--- src/rtl/frame_buffer_port_arbiter_if.sv ---
// Purpose: bundles the requester handshakes and the single-port memory command/return bus.
// Latency: none, wiring only.
// Backpressure: requests are held until the matching gnt; memory side has no backpressure.
// Ports (slave = arbiter view):
//   wr_req_i/wr_addr_i/wr_data_i -> wr_gnt_o      camera-side write requester
//   rd_req_i/rd_addr_i -> rd_gnt_o, rd_data_o/rd_valid_o   HDMI-side read requester
//   mem_en_o/mem_we_o/mem_addr_o/mem_wdata_o -> memory, mem_rdata_i <- memory
interface frame_buffer_port_arbiter_if #(
    parameter int ADDR_WIDTH = 32,
    parameter int DATA_WIDTH = 16
);
    logic                  wr_req_i;
    logic [ADDR_WIDTH-1:0] wr_addr_i;
    logic [DATA_WIDTH-1:0] wr_data_i;
    logic                  wr_gnt_o;
    logic                  rd_req_i;
    logic [ADDR_WIDTH-1:0] rd_addr_i;
    logic                  rd_gnt_o;
    logic [DATA_WIDTH-1:0] rd_data_o;
    logic                  rd_valid_o;
    logic                  mem_en_o;
    logic                  mem_we_o;
    logic [ADDR_WIDTH-1:0] mem_addr_o;
    logic [DATA_WIDTH-1:0] mem_wdata_o;
    logic [DATA_WIDTH-1:0] mem_rdata_i;

    modport slave (
        input  wr_req_i, wr_addr_i, wr_data_i, rd_req_i, rd_addr_i, mem_rdata_i,
        output wr_gnt_o, rd_gnt_o, rd_data_o, rd_valid_o,
               mem_en_o, mem_we_o, mem_addr_o, mem_wdata_o
    );

    modport master (
        output wr_req_i, wr_addr_i, wr_data_i, rd_req_i, rd_addr_i, mem_rdata_i,
        input  wr_gnt_o, rd_gnt_o, rd_data_o, rd_valid_o,
               mem_en_o, mem_we_o, mem_addr_o, mem_wdata_o
    );
endinterface

--- src/rtl/frame_buffer_port_arbiter.sv ---
// Purpose: round-robin, bounded-burst arbiter sharing one single-port frame buffer between writer and reader.
// Latency: grant is combinational; memory command 1 cycle after grant; rd_valid_o 1+RD_LATENCY cycles after rd grant.
// Backpressure: requesters hold req/addr/data until granted; a side waiting on the other gets the port within BURST_LEN grants.
// Ports: clk_i, resetn_i (async active-low), bus (frame_buffer_port_arbiter_if.slave).
// Memory timing: mem_rdata_i is sampled at the end of the RD_LATENCY-th cycle counting the mem_en_o cycle as the first.
module frame_buffer_port_arbiter #(
    parameter int ADDR_WIDTH = 32,
    parameter int DATA_WIDTH = 16,
    parameter int BURST_LEN  = 16,
    parameter int RD_LATENCY = 2
) (
    input  logic                          clk_i,
    input  logic                          resetn_i,
    frame_buffer_port_arbiter_if.slave    bus
);
    localparam int               CNT_W    = $clog2(BURST_LEN + 1);
    localparam logic [CNT_W-1:0] CNT_LAST = CNT_W'(BURST_LEN - 1);

    typedef enum logic [1:0] {
        ST_IDLE  = 2'd0,
        ST_WRITE = 2'd1,
        ST_READ  = 2'd2
    } state_t;

    state_t                state_q, state_d;
    logic [CNT_W-1:0]      burst_cnt_q, burst_cnt_d;
    logic                  last_wr_q, last_wr_d;     // 1 = write side served last
    logic                  wr_gnt, rd_gnt;

    logic                  mem_en_q;
    logic                  mem_we_q;
    logic [ADDR_WIDTH-1:0] mem_addr_q;
    logic [DATA_WIDTH-1:0] mem_wdata_q;
    logic [RD_LATENCY-1:0] rd_vld_pipe_q, rd_vld_pipe_d;
    logic [DATA_WIDTH-1:0] rd_data_q;

    assign wr_gnt = (state_q == ST_WRITE) && bus.wr_req_i;
    assign rd_gnt = (state_q == ST_READ)  && bus.rd_req_i;

    // Shift in one bit per issued read; the top bit is the read return strobe.
    assign rd_vld_pipe_d = RD_LATENCY'({rd_vld_pipe_q, (mem_en_q && !mem_we_q)});

    always_comb begin
        state_d     = state_q;
        burst_cnt_d = burst_cnt_q;
        last_wr_d   = last_wr_q;
        case (state_q)
            ST_IDLE: begin
                // Ties go to whichever side was not served last.
                if (bus.wr_req_i && (!bus.rd_req_i || !last_wr_q)) begin
                    state_d = ST_WRITE;
                end else if (bus.rd_req_i) begin
                    state_d = ST_READ;
                end
            end
            ST_WRITE: begin
                if (bus.wr_req_i) begin
                    if (burst_cnt_q == CNT_LAST) begin
                        // Burst exhausted: hand over if the reader waits, else restart the burst.
                        burst_cnt_d = '0;
                        if (bus.rd_req_i) begin
                            state_d   = ST_READ;
                            last_wr_d = 1'b1;
                        end
                    end else begin
                        burst_cnt_d = burst_cnt_q + 1'b1;
                    end
                end else begin
                    burst_cnt_d = '0;
                    last_wr_d   = 1'b1;
                    state_d     = bus.rd_req_i ? ST_READ : ST_IDLE;
                end
            end
            ST_READ: begin
                if (bus.rd_req_i) begin
                    if (burst_cnt_q == CNT_LAST) begin
                        burst_cnt_d = '0;
                        if (bus.wr_req_i) begin
                            state_d   = ST_WRITE;
                            last_wr_d = 1'b0;
                        end
                    end else begin
                        burst_cnt_d = burst_cnt_q + 1'b1;
                    end
                end else begin
                    burst_cnt_d = '0;
                    last_wr_d   = 1'b0;
                    state_d     = bus.wr_req_i ? ST_WRITE : ST_IDLE;
                end
            end
            default: begin
                state_d     = ST_IDLE;
                burst_cnt_d = '0;
            end
        endcase
    end

    always_ff @(posedge clk_i or negedge resetn_i) begin
        if (!resetn_i) begin
            state_q       <= ST_IDLE;
            burst_cnt_q   <= '0;
            last_wr_q     <= 1'b0;
            mem_en_q      <= 1'b0;
            mem_we_q      <= 1'b0;
            mem_addr_q    <= '0;
            mem_wdata_q   <= '0;
            rd_vld_pipe_q <= '0;
            rd_data_q     <= '0;
        end else begin
            state_q       <= state_d;
            burst_cnt_q   <= burst_cnt_d;
            last_wr_q     <= last_wr_d;
            mem_en_q      <= wr_gnt || rd_gnt;
            mem_we_q      <= wr_gnt;
            // Address/data hold their last value on idle cycles; reads leave wdata untouched.
            if (wr_gnt) begin
                mem_addr_q  <= bus.wr_addr_i;
                mem_wdata_q <= bus.wr_data_i;
            end else if (rd_gnt) begin
                mem_addr_q  <= bus.rd_addr_i;
            end
            rd_vld_pipe_q <= rd_vld_pipe_d;
            // Capture the data on the same edge its valid reaches the output stage.
            if (rd_vld_pipe_d[RD_LATENCY-1]) begin
                rd_data_q <= bus.mem_rdata_i;
            end
        end
    end

    assign bus.wr_gnt_o    = wr_gnt;
    assign bus.rd_gnt_o    = rd_gnt;
    assign bus.mem_en_o    = mem_en_q;
    assign bus.mem_we_o    = mem_we_q;
    assign bus.mem_addr_o  = mem_addr_q;
    assign bus.mem_wdata_o = mem_wdata_q;
    assign bus.rd_valid_o  = rd_vld_pipe_q[RD_LATENCY-1];
    assign bus.rd_data_o   = rd_data_q;
endmodule

--- src/flat_wrapper.sv ---
// flat-port wrapper written by rule: the top's interface ports become plain ports
module frame_buffer_port_arbiter_flat 
#(
    parameter int ADDR_WIDTH = 32,
    parameter int DATA_WIDTH = 16,
    parameter int BURST_LEN  = 16,
    parameter int RD_LATENCY = 2
)
  (clk_i, resetn_i, bus_wr_req_i, bus_wr_addr_i, bus_wr_data_i, bus_rd_req_i, bus_rd_addr_i, bus_mem_rdata_i, bus_wr_gnt_o, bus_rd_gnt_o, bus_rd_data_o, bus_rd_valid_o, bus_mem_en_o, bus_mem_we_o, bus_mem_addr_o, bus_mem_wdata_o);
  frame_buffer_port_arbiter_if #(.ADDR_WIDTH(ADDR_WIDTH), .DATA_WIDTH(DATA_WIDTH)) bus_i ();
  input  logic clk_i;
  input  logic resetn_i;
  input wire logic [$bits(bus_i.wr_req_i)-1:0] bus_wr_req_i;
  input wire logic [$bits(bus_i.wr_addr_i)-1:0] bus_wr_addr_i;
  input wire logic [$bits(bus_i.wr_data_i)-1:0] bus_wr_data_i;
  input wire logic [$bits(bus_i.rd_req_i)-1:0] bus_rd_req_i;
  input wire logic [$bits(bus_i.rd_addr_i)-1:0] bus_rd_addr_i;
  input wire logic [$bits(bus_i.mem_rdata_i)-1:0] bus_mem_rdata_i;
  output wire logic [$bits(bus_i.wr_gnt_o)-1:0] bus_wr_gnt_o;
  output wire logic [$bits(bus_i.rd_gnt_o)-1:0] bus_rd_gnt_o;
  output wire logic [$bits(bus_i.rd_data_o)-1:0] bus_rd_data_o;
  output wire logic [$bits(bus_i.rd_valid_o)-1:0] bus_rd_valid_o;
  output wire logic [$bits(bus_i.mem_en_o)-1:0] bus_mem_en_o;
  output wire logic [$bits(bus_i.mem_we_o)-1:0] bus_mem_we_o;
  output wire logic [$bits(bus_i.mem_addr_o)-1:0] bus_mem_addr_o;
  output wire logic [$bits(bus_i.mem_wdata_o)-1:0] bus_mem_wdata_o;
  assign bus_i.wr_req_i = bus_wr_req_i;
  assign bus_i.wr_addr_i = bus_wr_addr_i;
  assign bus_i.wr_data_i = bus_wr_data_i;
  assign bus_i.rd_req_i = bus_rd_req_i;
  assign bus_i.rd_addr_i = bus_rd_addr_i;
  assign bus_i.mem_rdata_i = bus_mem_rdata_i;
  assign bus_wr_gnt_o = bus_i.wr_gnt_o;
  assign bus_rd_gnt_o = bus_i.rd_gnt_o;
  assign bus_rd_data_o = bus_i.rd_data_o;
  assign bus_rd_valid_o = bus_i.rd_valid_o;
  assign bus_mem_en_o = bus_i.mem_en_o;
  assign bus_mem_we_o = bus_i.mem_we_o;
  assign bus_mem_addr_o = bus_i.mem_addr_o;
  assign bus_mem_wdata_o = bus_i.mem_wdata_o;
  frame_buffer_port_arbiter #(.ADDR_WIDTH(ADDR_WIDTH), .DATA_WIDTH(DATA_WIDTH), .BURST_LEN(BURST_LEN), .RD_LATENCY(RD_LATENCY)) u_core (.clk_i(clk_i), .resetn_i(resetn_i), .bus(bus_i));
endmodule
--- config.mk ---
export PLATFORM = sky130hd
export DESIGN_NAME = frame_buffer_port_arbiter_flat
export DESIGN_NICKNAME = d
export VERILOG_FILES = /design/src/rtl/frame_buffer_port_arbiter_if.sv /design/src/rtl/frame_buffer_port_arbiter.sv /design/src/flat_wrapper.sv
export SDC_FILE = /design/constraint.sdc
export NUM_CORES = 1
export LEC_CHECK = 0
export ABC_AREA = 0
export CAP_MARGIN = 20
export CORE_MARGIN = 1.5
export CORE_UTILIZATION = 40
export CTS_CLUSTER_DIAMETER = 50
export DETAILED_ROUTE_END_ITERATION = 6
export GPL_ROUTABILITY_DRIVEN = 0
export PLACE_DENSITY = 0.78
export SLEW_MARGIN = 20
export SYNTH_ARGS = -nofsm -noshare
export SYNTH_HDL_FRONTEND = slang
export SYNTH_SLANG_ARGS = --single-unit
--- constraint.sdc ---
create_clock -name clk_i -period 2 [get_ports clk_i]
set_input_delay 0.5 -clock clk_i [delete_from_list [all_inputs] [get_ports clk_i]]
set_output_delay 0.5 -clock clk_i [all_outputs]
set_load 0.02 [all_outputs]
; ---- After elaboration in Yosys (flattened, before gate mapping)
; Index checks and enable logic that the tools add are counted.
[totals]
register_bits = 76
latch_bits = 0
ramBits = 0
romBits = 0
inputBits = 100
output_inout_bits = 69
n_memories = 0
[op_classes]
addsub = 1
multipliers = 0
n_div = 0
n_lt_le_gt_ge = 0
n_eq_ne = 7
shifts = 0
n_mux = 23
n_bitwise = 0
reduce_logical = 14
[op_table]
columns = op, count
row1 = $mux W32, 2
row2 = $mux W2, 8
row3 = $mux W5, 3
row4 = $pmux W5 S3, 1
row5 = $ne A3 B3 Y1 const B, 4
row6 = $mux W1, 7
row7 = $pmux W2 S3, 1
row8 = $add A5 B1 Y5 const B, 1
row9 = $eq A5 B4 Y1 const B, 1
row10 = $reduce_and A5 Y1, 1
row11 = $logic_and A1 B1 Y1, 4
row12 = $reduce_bool A2 Y1, 2
row13 = $logic_not A1 Y1, 3
row14 = $reduce_and A3 Y1, 1
row15 = $eq A2 B1 Y1 const B, 1
row16 = $eq A2 B2 Y1 const B, 1
row17 = $logic_not A2 Y1, 1
row18 = $logic_or A1 B1 Y1, 2
row19 = $pmux W1 S2, 1

; ---- Longest topological paths before layout
; Gate-level depths: netlist of run 1.
[logic_depth]
word_depth = 5
depth_mapped = 7

; ---- Worst setup path before layout of run 1
; OpenSTA, ideal clock, no wires.
[synth_path]
kind = reg-to-output
startpoint = reg u_core.state_q[0]
endpoint = out bus_rd_gnt_o
arrival_ns = 1.167
required_ns = 1.500
slack_ns = 0.333
stages_incl_launch_ff = 6
n_path_buf = 1
path_cell_list = dfrtp_1 > inv_1 > ha_1 > nand2_4 > buf_6 > inv_1
[synth_via]
elab_chain_len = 2
[synth_rtl]
columns = item, line
row1 = start: declaration, frame_buffer_port_arbiter.sv:25  ; state_t state_q, state_d;
row2 = start signal: assignment, frame_buffer_port_arbiter.sv:110  ; state_q <= state_d;
row3 = $eq A2 B2 Y1, frame_buffer_port_arbiter.sv:38  ; assign rd_gnt = (state_q == ST_READ) && bus.rd_req_i;
row4 = $logic_and A1 B1 Y1, frame_buffer_port_arbiter.sv:38
row5 = end: declaration, flat_wrapper.sv:20  ; output wire logic [$bits(bus_i.rd_gnt_o)-1:0] bus_rd_gnt_o;
; No other way between the ends.

; ---- Worst setup path in the final report of run 1
[layout_path]
startpoint = in bus_rd_req_i
endpoint = out bus_rd_gnt_o
[layout_via]
elab_chain_len = 1
[layout_rtl]
columns = item, line
row1 = start: declaration, flat_wrapper.sv:16  ; input wire logic [$bits(bus_i.rd_req_i)-1:0] bus_rd_req_i;
row2 = $logic_and A1 B1 Y1, frame_buffer_port_arbiter.sv:38
; No other way between the ends.

==> results of run 1 <==
cell type report:
class	count	area [sq um]
timing repair buffer	178	1763
inverter	6	22.52
fill	671	2810
clock buffer	12	145.1
multi-input combinational	211	1329
tap	105	131.4
sequential	76	1902
clock inverter	4	72.57
critical path: cells and delay by family:
family                 cells  cell delay (ps)
buffers and inverters      3              870
and+or+nand+nor            1               60
how the worst min path moves through the flow:
stage                        start                 endpoint  cells past startpoint
5_1_grt                   resetn_i  u_core.bus.rd_data_o[7]                      1
3_3_place_gp   u_core.bus.mem_we_o  u_core.rd_vld_pipe_q[0]                      1
6_report                  resetn_i  u_core.bus.rd_data_o[7]                      1
4_1_cts                   resetn_i  u_core.bus.rd_data_o[7]                      1
3_5_place_dp   u_core.bus.mem_we_o  u_core.rd_vld_pipe_q[0]                      1
2_1_floorplan             resetn_i    u_core.burst_cnt_q[0]                      0
flip-flops by register name (all words and copies together), names as in the netlist:
signal / cells
u_core.last_wr_q: 1
u_core.bus.mem_we_o: 1
u_core.state_q: 2
u_core.rd_vld_pipe_q: 2
u_core.bus.mem_en_o: 1
u_core.bus.mem_wdata_o: 16
u_core.burst_cnt_q: 5
u_core.bus.mem_addr_o: 32
u_core.bus.rd_data_o: 16
power groups by stage:
stage                     combinational (mW)  clock, mW  sequential [mW]
final                                   3.97       1.30             2.66
after detailed placement                4.01          0             2.69
after global placement                  3.93          0             2.65
after global routing                    4.25       1.41             2.75
after floorplan                         1.35          0             3.43
after CTS                               4.02       1.34             2.67
through the flow:
stage / cell area, sq um / setup slack, ps / utilization (%) / hold WS, ps
2_1_floorplan: 3366 / 333.1 / - / 204.4
3_3_place_gp: 5149 / -306.3 / 62.98 / 408.0
3_5_place_dp: 5149 / -309.8 / 62.98 / 429.6
4_1_cts: 5368 / 1.069 / 65.66 / 46.40
5_1_grt: 5365 / 9.380 / 65.63 / 55.99
6_report: 5365 / 72.56 / 65.63 / 48.54
cells in the mapped netlist, drive strengths merged:
master,count,share of area [%]
a21boi,1,0.22
a21o,2,0.45
a21oi,7,1.2
a221o,1,0.30
a22o,1,0.30
and2,1,0.26
and2b,1,0.22
and3b,1,0.26
buf,13,2.9
clkbuf,4,0.56
dfrtp,76,57
ha,5,1.9
inv,6,0.67
mux2,17,5.8
mux2i,33,9.8
nand2,88,10
nand2b,4,0.74
nand3,4,0.59
nand3b,1,0.22
nand4b,1,0.26
nor2b,2,0.37
nor3,1,0.15
o21ai,38,5.8
o22ai,1,0.37
or3,1,0.19
per-layer routing:
layer	GRT usage, %	wire [microns]	up-vias
li1	-	-	1381
met1	25.06	3727	1341
met2	34.76	4546	109
met3	5.717	699	6
met4	4.851	63	0
met5	0	0	-
what timing repair did:
| item | CTS | global route |
|---|---|---|
| buffers inserted | 0 | 0 |
| pin swaps | 0 | 0 |
| resized for setup | 5 | 2 |
| cloned | 0 | 0 |
| setup endpoints to repair | 2 | 2 |
cell families after synthesis:
logic type | Yosys count | synth area share [%]
fa+ha+maj | 5 | 1.859
flops | 76 | 56.51
buf+inv | 23 | 4.089
compound gates | 51 | 8.550
mux | 50 | 15.61
simple gates | 105 | 13.38
==> flow_summary.json, run 1 <==
{
  "rrSetupSlack_ps": 150,
  "cts_num_sinks": 76,
  "clkLatencyLatePin_ps": 350,
  "reg2reg_depth": 6,
  "arrival_ps": 1430,
  "tns_ps": 0,
  "fmax_mhz": 518.8,
  "final_common_cell": "clkdlybuf4s50_1",
  "crit_chain": "clkdlybuf4s50_1, nand2_4, inv_1, clkdlybuf4s15_2",
  "overflow": 0,
  "dpl.cell_count": 576,
  "fin_crit_ps": 1927,
  "hp-class": "in -> async",
  "yosysWarnings": 0,
  "crit-reg2reg-capture": "u_core.bus.mem_addr_o[26]",
  "drt-initial-drc-count": 87,
  "rsz0062_at_grt": "false",
  "vias": 2837,
  "critical_path.slowest_cell": "clkdlybuf4s50_1",
  "final_cell_mix": "clkdlybuf4s50_1, nand2_1, dfrtp_1",
  "critPathMaxStageDelay_ps": 550,
  "htreeDepth": 3,
  "firstDrtPassIters": 5,
  "cts.hold.buffers_added": 0,
  "timing_worst_setup_path_type": "in -> out",
  "max-vdd-ir-drop_v": 0.0009645,
  "p_total_mw": 7.932,
  "grt_util_all_layers_pct": 20.23,
  "cts_buffers": 9,
  "final_cells": 592,
  "drt-total-wl_microns": 9037,
  "switching_power_mw": 2.944,
  "yosysUniqueCellTypes": 34,
  "finClkSkew_ps": 10.86,
  "drc_errors": 0,
  "ys_seq_area_share_pct": 56.51,
  "portBuffers": 168,
  "ant_nets": 0,
  "crit_path_end": "bus_rd_gnt_o",
  "drive_above_1_share_pct": 10.88,
  "max-cap-violations": 0,
  "cts_buffer_depth": 2,
  "die_h_microns": 94.73,
  "die-width_microns": 94.73,
  "syn_area_per_cell_sq_um": 10.86,
  "r2r-start": "u_core.state_q[1]",
  "ys_ff_latch": 76,
  "period_share_pct": 96.37,
  "switching_share_pct": 37.12,
  "drv_slew": 0,
  "fin_nets": 587,
  "cts_tree": "yes",
  "initial_utilization_pct": 41.17,
  "hold_viol": 0,
  "crit_path_start": "bus_rd_req_i",
  "ios": 169,
  "synth_area_sq_mm": 0.003366,
  "wl_per_cell_microns": 15.27,
  "seqPwrFrac_pct": 33.5,
  "power.leakage_nw": 2.508,
  "crit_required_ps": 1500,
  "antenna_found_initial": 0,
  "power_frac_comb_pct": 50.0,
  "synth_cells": 310,
  "status": "complete, no violations",
  "area_delta_synth_final_pct": 59.41,
  "rows": 33,
  "start_kind": "input pin",
  "viasPerCell": 4.792,
  "setup_viol": 0,
  "clk_pin_slew_worst_paths_ps": 90,
  "first_global_vias": 2830,
  "worstMarginPinSlew_ps": 766.2,
  "hpwl_microns": 6647,
  "grt_max_degree": 82,
  "cp-end-kind": "output pin",
  "grt_pass1_wl_microns": 13830,
  "synth_nets": 415,
  "p_int_mw": 4.988,
  "clkPwrFrac_pct": 16.4,
  "core_sq_mm": 0.008175,
  "power_density_mw_per_mm2": 1479,
  "cts_root_buf": "clkbuf_8",
  "crit_fanout": 2,
  "die_area_sq_mm": 0.008974,
  "slew_headroom_pct": 48.92,
  "diodes": 0
}
Note: power is estimated with default switching activity, not from simulation.
==> run 2, diff against run 1 <==
- CORE_UTILIZATION: 40 -> 43
- PLACE_DENSITY: 0.78 -> 0.83
- SLEW_MARGIN: 20 -> not set
- clock period: 2 -> 2.26 ns (I/O delays scaled with it)
==> flow_summary.json, run 2 (synthesis gave the netlist of run 1 again) <==
{
  "cts_buffers": 9,
  "cts_buffer_depth": 2,
  "vias": 2862,
  "worstMarginPinSlew_ps": 750.1,
  "drv_slew": 0,
  "slew_headroom_pct": 49.99,
  "hold_viol": 0,
  "cts_root_buf": "clkbuf_8",
  "max-cap-violations": 0,
  "rrSetupSlack_ps": 440,
  "drive_above_1_share_pct": 10.33,
  "post_cts_buffers": 0,
  "drt-total-wl_microns": 8847,
  "period_share_pct": 94.54,
  "rsz0062_at_grt": "false",
  "grt_util_all_layers_pct": 21.61,
  "arrival_ps": 1570,
  "firstDrtPassIters": 4,
  "fin_nets": 584,
  "crit-reg2reg-capture": "u_core.bus.mem_addr_o[24]",
  "ios": 169,
  "timing_worst_setup_path_type": "in -> out",
  "viasPerCell": 4.884,
  "max-vdd-ir-drop_v": 0.0008460,
  "htreeDepth": 3,
  "final_common_cell": "clkdlybuf4s50_1",
  "cp-end-kind": "output pin",
  "status": "complete, no violations",
  "start_kind": "input pin",
  "die_area_sq_mm": 0.008367,
  "crit_path_start": "bus_wr_req_i",
  "clk_pin_slew_worst_paths_ps": 90,
  "finClkSkew_ps": 7.809,
  "hpwl_microns": 6474,
  "reg2reg_depth": 6,
  "power_density_mw_per_mm2": 1325,
  "tns_ps": 0,
  "cts.hold.buffers_added": 0,
  "wl_per_cell_microns": 15.10,
  "overflow": 0,
  "drt-initial-drc-count": 85,
  "p_total_mw": 7.125,
  "antenna_found_initial": 0,
  "diodes": 0,
  "ant_nets": 0,
  "ctsResizeCount": 1,
  "area_delta_synth_final_pct": 59.74,
  "grt_pass1_wl_microns": 14070,
  "utilization_pct": 70.30,
  "first_global_vias": 2876,
  "die_h_microns": 91.47,
  "portBuffers": 168,
  "initial_utilization_pct": 44.01,
  "largest_reg_flops": 32,
  "r2r-start": "u_core.state_q[1]",
  "grt_max_degree": 82,
  "clkLatencyLatePin_ps": 340,
  "cts_num_sinks": 76,
  "setup_viol": 0,
  "final_cell_mix": "clkdlybuf4s50_1, nand2_1, dfrtp_1",
  "cts_tree": "yes",
  "crit_fanout": 2,
  "core_sq_mm": 0.007647,
  "fmax_mhz": 468.0,
  "power.leakage_nw": 2.522,
  "die-width_microns": 91.47,
  "rows": 32,
  "fin_crit_ps": 2137,
  "hp-class": "in -> async",
  "crit_required_ps": 1690,
  "finalHoldWorstSlack_ps": 163.4,
  "drc_errors": 0
}
run 2: cell count changes in the layout (fill, tap and decap cells not counted), sizes merged:
cell | previous run | this run
inv | 6 | 8
clkinvlp | 1 | 0
clkbuf | 13 | 9
bufinv | 2 | 3
dlygate4sd2 | 0 | 1
buf | 11 | 9
clkdlybuf4s15 | 1 | 0
clkinv | 1 | 2
run 2: metrics by stage:
stage                     cells  area (sq um)  setup slack, ps
after floorplan             310          3366            528.1
after global placement      570          5132           -153.7
after detailed placement    570          5132           -148.5
after CTS                   586          5376            115.7
after global routing        586          5376            72.25
final                       586          5376            123.4
run 2: final cells by class:
class	count	area, sq um
Timing Repair Buffer	175	1753
Sequential cell	76	1902
Clock buffer	9	123.9
Fill cell	569	2271
Tap cell	102	127.6
Inverter	6	22.52
Clock inverter	7	121.4
Multi-Input combinational cell	211	1326
run 2: worst max-delay path by stage:
stage	slack, ps	end
global route	70	bus_wr_gnt_o
CTS	120	bus_wr_gnt_o
finish	120	bus_wr_gnt_o
floorplan	530	bus_rd_gnt_o
detailed placement	-150	bus_wr_gnt_o
global placement	-150	bus_wr_gnt_o
run 2: power by group:
part           switching (mW)  internal, mW  leakage [nW]  total (mW)
sequential              0.378          1.98         0.939        2.36
clock                   0.524         0.742         0.124        1.27
combinational            1.73          1.77          1.46        3.50
total                    2.63          4.49          2.52        7.13
run 2: per-layer routing:
metal	part of all wire, %	global-route usage [%]	up-vias
met5	0	0	-
li1	-	-	1382
met3	7.0	5.611	13
met4	1.7	7.161	0
met2	50	37.13	107
met1	41	26.30	1360
run 2: critical path, cell delays in order:
cell and delay [ps]:
clkdlybuf4s50_1 530, nand2_2 80, inv_2 70, dlygate4sd2_1 330
